<file path="src/rtl/pipe_pkg.sv">
// rtl/pipe_pkg.sv - shared state encoding and default widths for pipe_stage_reg
package pipe_pkg;

  localparam int DATA_W_DEF = 96;
  localparam int CTRL_W_DEF = 16;
  localparam int CNT_W_DEF  = 16;

  typedef enum logic [1:0] {
    ST_EMPTY = 2'd0,
    ST_FULL  = 2'd1,
    ST_SKID  = 2'd2
  } pipe_state_e;

endpackage

</file>
<file path="src/rtl/pipe_skid_buf.sv">
// rtl/pipe_skid_buf.sv - second (skid) entry holding one control/data payload
module pipe_skid_buf #(
  parameter int CTRL_W = 16,
  parameter int DATA_W = 96
) (
  input  logic              clk,
  input  logic              rst,
  input  logic              load,
  input  logic              clear,
  input  logic [CTRL_W-1:0] in_ctrl,
  input  logic [DATA_W-1:0] in_data,
  output logic [CTRL_W-1:0] skid_ctrl,
  output logic [DATA_W-1:0] skid_data
);

  always_ff @(posedge clk or negedge rst) begin
    if (!rst) begin
      skid_ctrl <= '0;
      skid_data <= '0;
    end else if (clear) begin
      skid_ctrl <= '0;
      skid_data <= '0;
    end else if (load) begin
      skid_ctrl <= in_ctrl;
      skid_data <= in_data;
    end
  end

endmodule

</file>
<file path="src/rtl/pipe_stage_reg.sv">
// rtl/pipe_stage_reg.sv - valid/ready pipeline register with flush and bubble counter
// Optional skid entry and registered in_ready when PIPE_STAGE_SKID_EN is defined.
module pipe_stage_reg
  import pipe_pkg::*;
#(
  parameter int DATA_W = DATA_W_DEF,
  parameter int CTRL_W = CTRL_W_DEF,
  parameter int CNT_W  = CNT_W_DEF
) (
  input  logic              clk,
  input  logic              rst,
  input  logic              in_valid,
  output logic              in_ready,
  input  logic [CTRL_W-1:0] in_ctrl,
  input  logic [DATA_W-1:0] in_data,
  input  logic              flush,
  output logic              out_valid,
  input  logic              out_ready,
  output logic [CTRL_W-1:0] out_ctrl,
  output logic [DATA_W-1:0] out_data,
  output logic [CNT_W-1:0]  bubble_cnt
);

  pipe_state_e       state_q, state_d;
  logic [CTRL_W-1:0] ctrl_q, ctrl_d;
  logic [DATA_W-1:0] data_q, data_d;
  logic              in_xfer;
  logic              out_xfer;

  assign out_valid = (state_q != ST_EMPTY);
  // Bubbles must look like NOPs downstream regardless of what ctrl_q holds.
  assign out_ctrl  = out_valid ? ctrl_q : '0;
  assign out_data  = data_q;
  assign in_xfer   = in_valid & in_ready;
  assign out_xfer  = out_valid & out_ready;

`ifdef PIPE_STAGE_SKID_EN
  logic              in_ready_q;
  logic              skid_load;
  logic [CTRL_W-1:0] skid_ctrl;
  logic [DATA_W-1:0] skid_data;

  assign in_ready = in_ready_q;

  pipe_skid_buf #(
    .CTRL_W (CTRL_W),
    .DATA_W (DATA_W)
  ) u_skid (
    .clk       (clk),
    .rst       (rst),
    .load      (skid_load),
    .clear     (flush),
    .in_ctrl   (in_ctrl),
    .in_data   (in_data),
    .skid_ctrl (skid_ctrl),
    .skid_data (skid_data)
  );

  always_comb begin
    state_d   = state_q;
    ctrl_d    = ctrl_q;
    data_d    = data_q;
    skid_load = 1'b0;
    case (state_q)
      ST_EMPTY: if (in_xfer) begin
        state_d = ST_FULL;
        ctrl_d  = in_ctrl;
        data_d  = in_data;
      end
      ST_FULL: begin
        if (in_xfer && out_ready) begin
          ctrl_d = in_ctrl;
          data_d = in_data;
        end else if (in_xfer) begin
          state_d   = ST_SKID;
          skid_load = 1'b1;
        end else if (out_xfer) begin
          state_d = ST_EMPTY;
        end
      end
      ST_SKID: if (out_xfer) begin
        state_d = ST_FULL;
        ctrl_d  = skid_ctrl;
        data_d  = skid_data;
      end
      default: state_d = ST_EMPTY;
    endcase
    if (flush) begin
      state_d   = ST_EMPTY;
      skid_load = 1'b0;
    end
  end

  // in_ready reflects "skid entry empty" for the coming cycle.
  always_ff @(posedge clk or negedge rst) begin
    if (!rst) in_ready_q <= 1'b0;
    else      in_ready_q <= (state_d != ST_SKID);
  end
`else
  assign in_ready = !out_valid | out_ready;

  always_comb begin
    state_d = state_q;
    ctrl_d  = ctrl_q;
    data_d  = data_q;
    if (in_xfer) begin
      state_d = ST_FULL;
      ctrl_d  = in_ctrl;
      data_d  = in_data;
    end else if (out_xfer) begin
      state_d = ST_EMPTY;
    end
    if (flush) state_d = ST_EMPTY;
  end
`endif

  always_ff @(posedge clk or negedge rst) begin
    if (!rst) begin
      state_q    <= ST_EMPTY;
      ctrl_q     <= '0;
      data_q     <= '0;
      bubble_cnt <= '0;
    end else begin
      state_q <= state_d;
      ctrl_q  <= ctrl_d;
      data_q  <= data_d;
      if (!out_valid && (bubble_cnt != {CNT_W{1'b1}}))
        bubble_cnt <= bubble_cnt + 1'b1;
    end
  end

endmodule
</file>
<file path="config.mk">
export PLATFORM = sky130hd
export DESIGN_NAME = pipe_stage_reg
export DESIGN_NICKNAME = d
export VERILOG_FILES = /design/src/rtl/pipe_pkg.sv /design/src/rtl/pipe_skid_buf.sv /design/src/rtl/pipe_stage_reg.sv
export SDC_FILE = /design/constraint.sdc
export NUM_CORES = 1
export LEC_CHECK = 0
export CORE_MARGIN = 8
export CORE_UTILIZATION = 41
export DETAILED_ROUTE_END_ITERATION = 8
export PLACE_DENSITY = 0.81
export SYNTH_ARGS = -nofsm -noshare
export SYNTH_HDL_FRONTEND = slang
export SYNTH_SLANG_ARGS = --single-unit
</file>
<file path="constraint.sdc">
create_clock -name clk -period 2 [get_ports clk]
set_input_delay 0.3 -clock clk [delete_from_list [all_inputs] [get_ports clk]]
set_output_delay 0.3 -clock clk [all_outputs]
set_load 0.02 [all_outputs]
</file>
==> results of run 1 <==
[registers in the layout (all words and copies together), names as in the netlist]
name,count
out_data,96
bubble_cnt,16
state_q,1
ctrl_q,16
[cells by family after synthesis]
family	Yosys count	share of synthesized area [%]
flops	129	63.6
mux	114	25.3
simple gates	57	6.51
buf+inv	18	1.63
xor+xnor	11	1.90
compound gates	6	0.789
fa+ha+maj	1	0.246
[path summary, 6_finish.rpt]
path,slack (ps),endpoint,cells after the start
max in group asynchronous,1000,out_data[76],3
setup reg to reg,300,bubble_cnt[1],4
hold reg to reg,500,bubble_cnt[15],1
setup / recovery,130,out_valid,2
min in group clk,430,state_q[0],2
hold / removal,330,bubble_cnt[10],2
[cell type report]
type | count | area [um2]
repair buffers | 258 | 2590
well taps | 168 | 210
multi-input cells | 189 | 1770
clock buffers | 26 | 509
inverters | 3 | 11.3
fillers | 886 | 3660
clock inverters | 5 | 75.1
flip-flops and latches | 129 | 3230
[power by group]
part           switching (uW)  internal (uW)
Clock                    1030           1990
Sequential                261           2980
Combinational             971           1150
Total                    2260           6110
[cell usage after synthesis, drive strengths merged]
cell type	number
and2	16
mux2	113
mux2i	1
buf	12
nor4	3
nand3	4
nor3b	1
nand2b	1
or2	1
nor2	9
nor3	4
inv	3
and3	4
nand2	9
nand4	3
xor2	8
a21oi	2
clkbuf	3
ha	1
a31oi	2
a311oi	2
and3b	1
dfrtp	129
xnor2	3
nor2b	1
[metal layers]
metal	GRT usage [%]	vias to the layer above	part of all wire, %
li1	-	1696	-
met1	18.6	1839	37
met2	32.0	149	52
met3	8.11	21	9.1
met4	8.12	0	2.1
met5	0	-	0
[worst reg2reg max path: stages (launching register included)]
cell and delay [ps]:
sky130_fd_sc_hd__dfrtp_1 420, sky130_fd_sc_hd__nand4_1 220, sky130_fd_sc_hd__nor4_4 450, sky130_fd_sc_hd__or2_4 210, sky130_fd_sc_hd__mux2_4 290
[metrics by stage]
stage | worst slack (ps) | util [%] | hold slack (ps)
2_1_floorplan | 225 | - | 4.41
3_3_place_gp | 109 | 64.7 | 210
3_5_place_dp | 62.9 | 64.7 | 212
4_1_cts | 1.10 | 69.6 | 323
5_1_grt | 84.9 | 69.6 | 377
6_report | 134 | 69.6 | 331
[layout by cell type, fill, tap and decap left out, drive strengths merged, types with 2 or more instances in the layout]
cell type,count
clkdlybuf4s50,228
xnor2,3
dlymetal6s2s,2
a31oi,2
a311oi,2
clkinv,3
nor4,3
a21oi,2
buf,12
mux2,113
and2,16
inv,3
clkbuf,26
nor2,9
dlygate4sd2,15
and3,4
xor2,8
nand4,3
dfrtp,129
nand2,9
bufinv,2
nand3,4
nor3,4
[repair_timing]
action,CTS,global route
endpoints found under the setup margin,18,2
resized for setup,16,2
hold buffers,1,0
setup buffers,2,0
gates cloned,0,0
hold endpoints to repair,20,0
==> impl_metrics.env, run 1 <==
export IMPL_synthToLayoutAreaGrowth_pct=65.4
export IMPL_setup_worst_path_start_class="flop"
export IMPL_route_vias_total=3705
export IMPL_ctsHtreeMaxLevel=4
export IMPL_final_max_slew_violation_count=0
export IMPL_design_die_area_um2=16200
export IMPL_layout_min_cycle_time_ps=1870
export IMPL_crit_type="reg2out"
export IMPL_grt_ovfl_total=0
export IMPL_place_hpwl_mm=11.1
export IMPL_dp_cells=744
export IMPL_unrepaired_setup_endpoints_after_global_routing="no"
export IMPL_tightestPinTransition_ps=382
export IMPL_start_util_pct=42.1
export IMPL_final_setup_violation_count=0
export IMPL_endpoint_kind="output port"
export IMPL_detail_route_wl_per_cell_um=18.9
export IMPL_ir_drop_uv=681
export IMPL_viasPerCell=4.76
export IMPL_ys_types=29
export IMPL_cts_tree="done"
export IMPL_fin_total_pwr_uw=8380
export IMPL_slew_headroom_pct=74.3
export IMPL_status="completed"
export IMPL_postPlaceCellArea_um2=7800
export IMPL_synth_seq_cells=129
export IMPL_p_per_area_nw_per_um2=998
export IMPL_cts_reportedPaths_clkPinSlew_ps=50
export IMPL_worstPathRequired_ps=1700
export IMPL_insertion_delay_ps=410
export IMPL_synthesis_instances=336
export IMPL_setup_total_negative_slack_ps=0
export IMPL_die_height_um=127
export IMPL_placeableCoreArea_um2=12100
export IMPL_fmax_mhz=536
export IMPL_critical_path_top_delay_family="buffers and inverters"
export IMPL_io_buffer_count=246
export IMPL_synthesis_yosys_warnings=0
export IMPL_drv_cap=0
export IMPL_r2r_start="bubble_cnt[12]"
export IMPL_drt_pre_antenna_iters=4
export IMPL_layout_drive_gt1_share_pct=25.9
export IMPL_die_width_um=127
export IMPL_synthTopCellsByArea="sky130_fd_sc_hd__dfrtp_1 (64%), sky130_fd_sc_hd__mux2_2 (25%), sky130_fd_sc_hd__and2_1 (2.0%)"
export IMPL_hold_path_class="in2async"
export IMPL_sequential_element_share_of_the_synthesized_area_pct=63.6
export IMPL_timing_critical_path_slowest_cell_delay_ps=630
export IMPL_worst_path_max_fanout=10
export IMPL_initial_antenna_violation_count=0
export IMPL_yosys_area_top_type_share_pct=63.6
export IMPL_route_antenna_remaining_nets=0
export IMPL_post_synth_top_area_cell="sky130_fd_sc_hd__dfrtp_1"
export IMPL_critical_path_startpoint="state_q[0]"
export IMPL_gr_usage_all_layers_pct=18.3
export IMPL_drt_wl_total_mm=14.7
export IMPL_worst_path_buf_inv=2
export IMPL_total_number_of_nets_in_the_final_design=716
export IMPL_cts_num_sinks=129
export IMPL_power_leakage_uw=0.00364
export IMPL_cts_buffers_inserted=17
export IMPL_mappedNetlistNets=454
export IMPL_worst_clock_skew_ps=5.57
export IMPL_first_global_vias=4186
export IMPL_design_area_um2=8400
export IMPL_critical_path_cell_chain="buf_4, clkdlybuf4s50_1"
export IMPL_timing_hold_violations_final=0
export IMPL_synthesis_area_um2=5080
export IMPL_timing_critical_path_arrival_ps=1570
export IMPL_gp_congestion=0.766
export IMPL_drt_initial_drc_count=169
export IMPL_syn_avg_cell_area_um2=15.1
export IMPL_placement_rows=40
export IMPL_finish_cell_count_without_fillers=778
export IMPL_pin_count_of_the_biggest_net_entering_global_routing=72
export IMPL_n_antenna_cell=0
export IMPL_cts_root_buffer_cell="sky130_fd_sc_hd__clkbuf_16"
export IMPL_io_pins=247
export IMPL_layout_worst_path_cycle_share_pct=93.3
export IMPL_total_drc_errors_in_the_routed_layout=0
export IMPL_crit_path_top_delay_cell="sky130_fd_sc_hd__clkdlybuf4s50_1"
export IMPL_grt_pass1_wl_mm=22.9
export IMPL_max_clock_path_buffers=2
Note: power is estimated with default switching activity, not from simulation.
==> run 2, diff against run 1 <==
SLEW_MARGIN = 20   (was unset)
==> results of run 2 <==
Same layout as run 1: the final DEF is identical, and so are final timing and power.
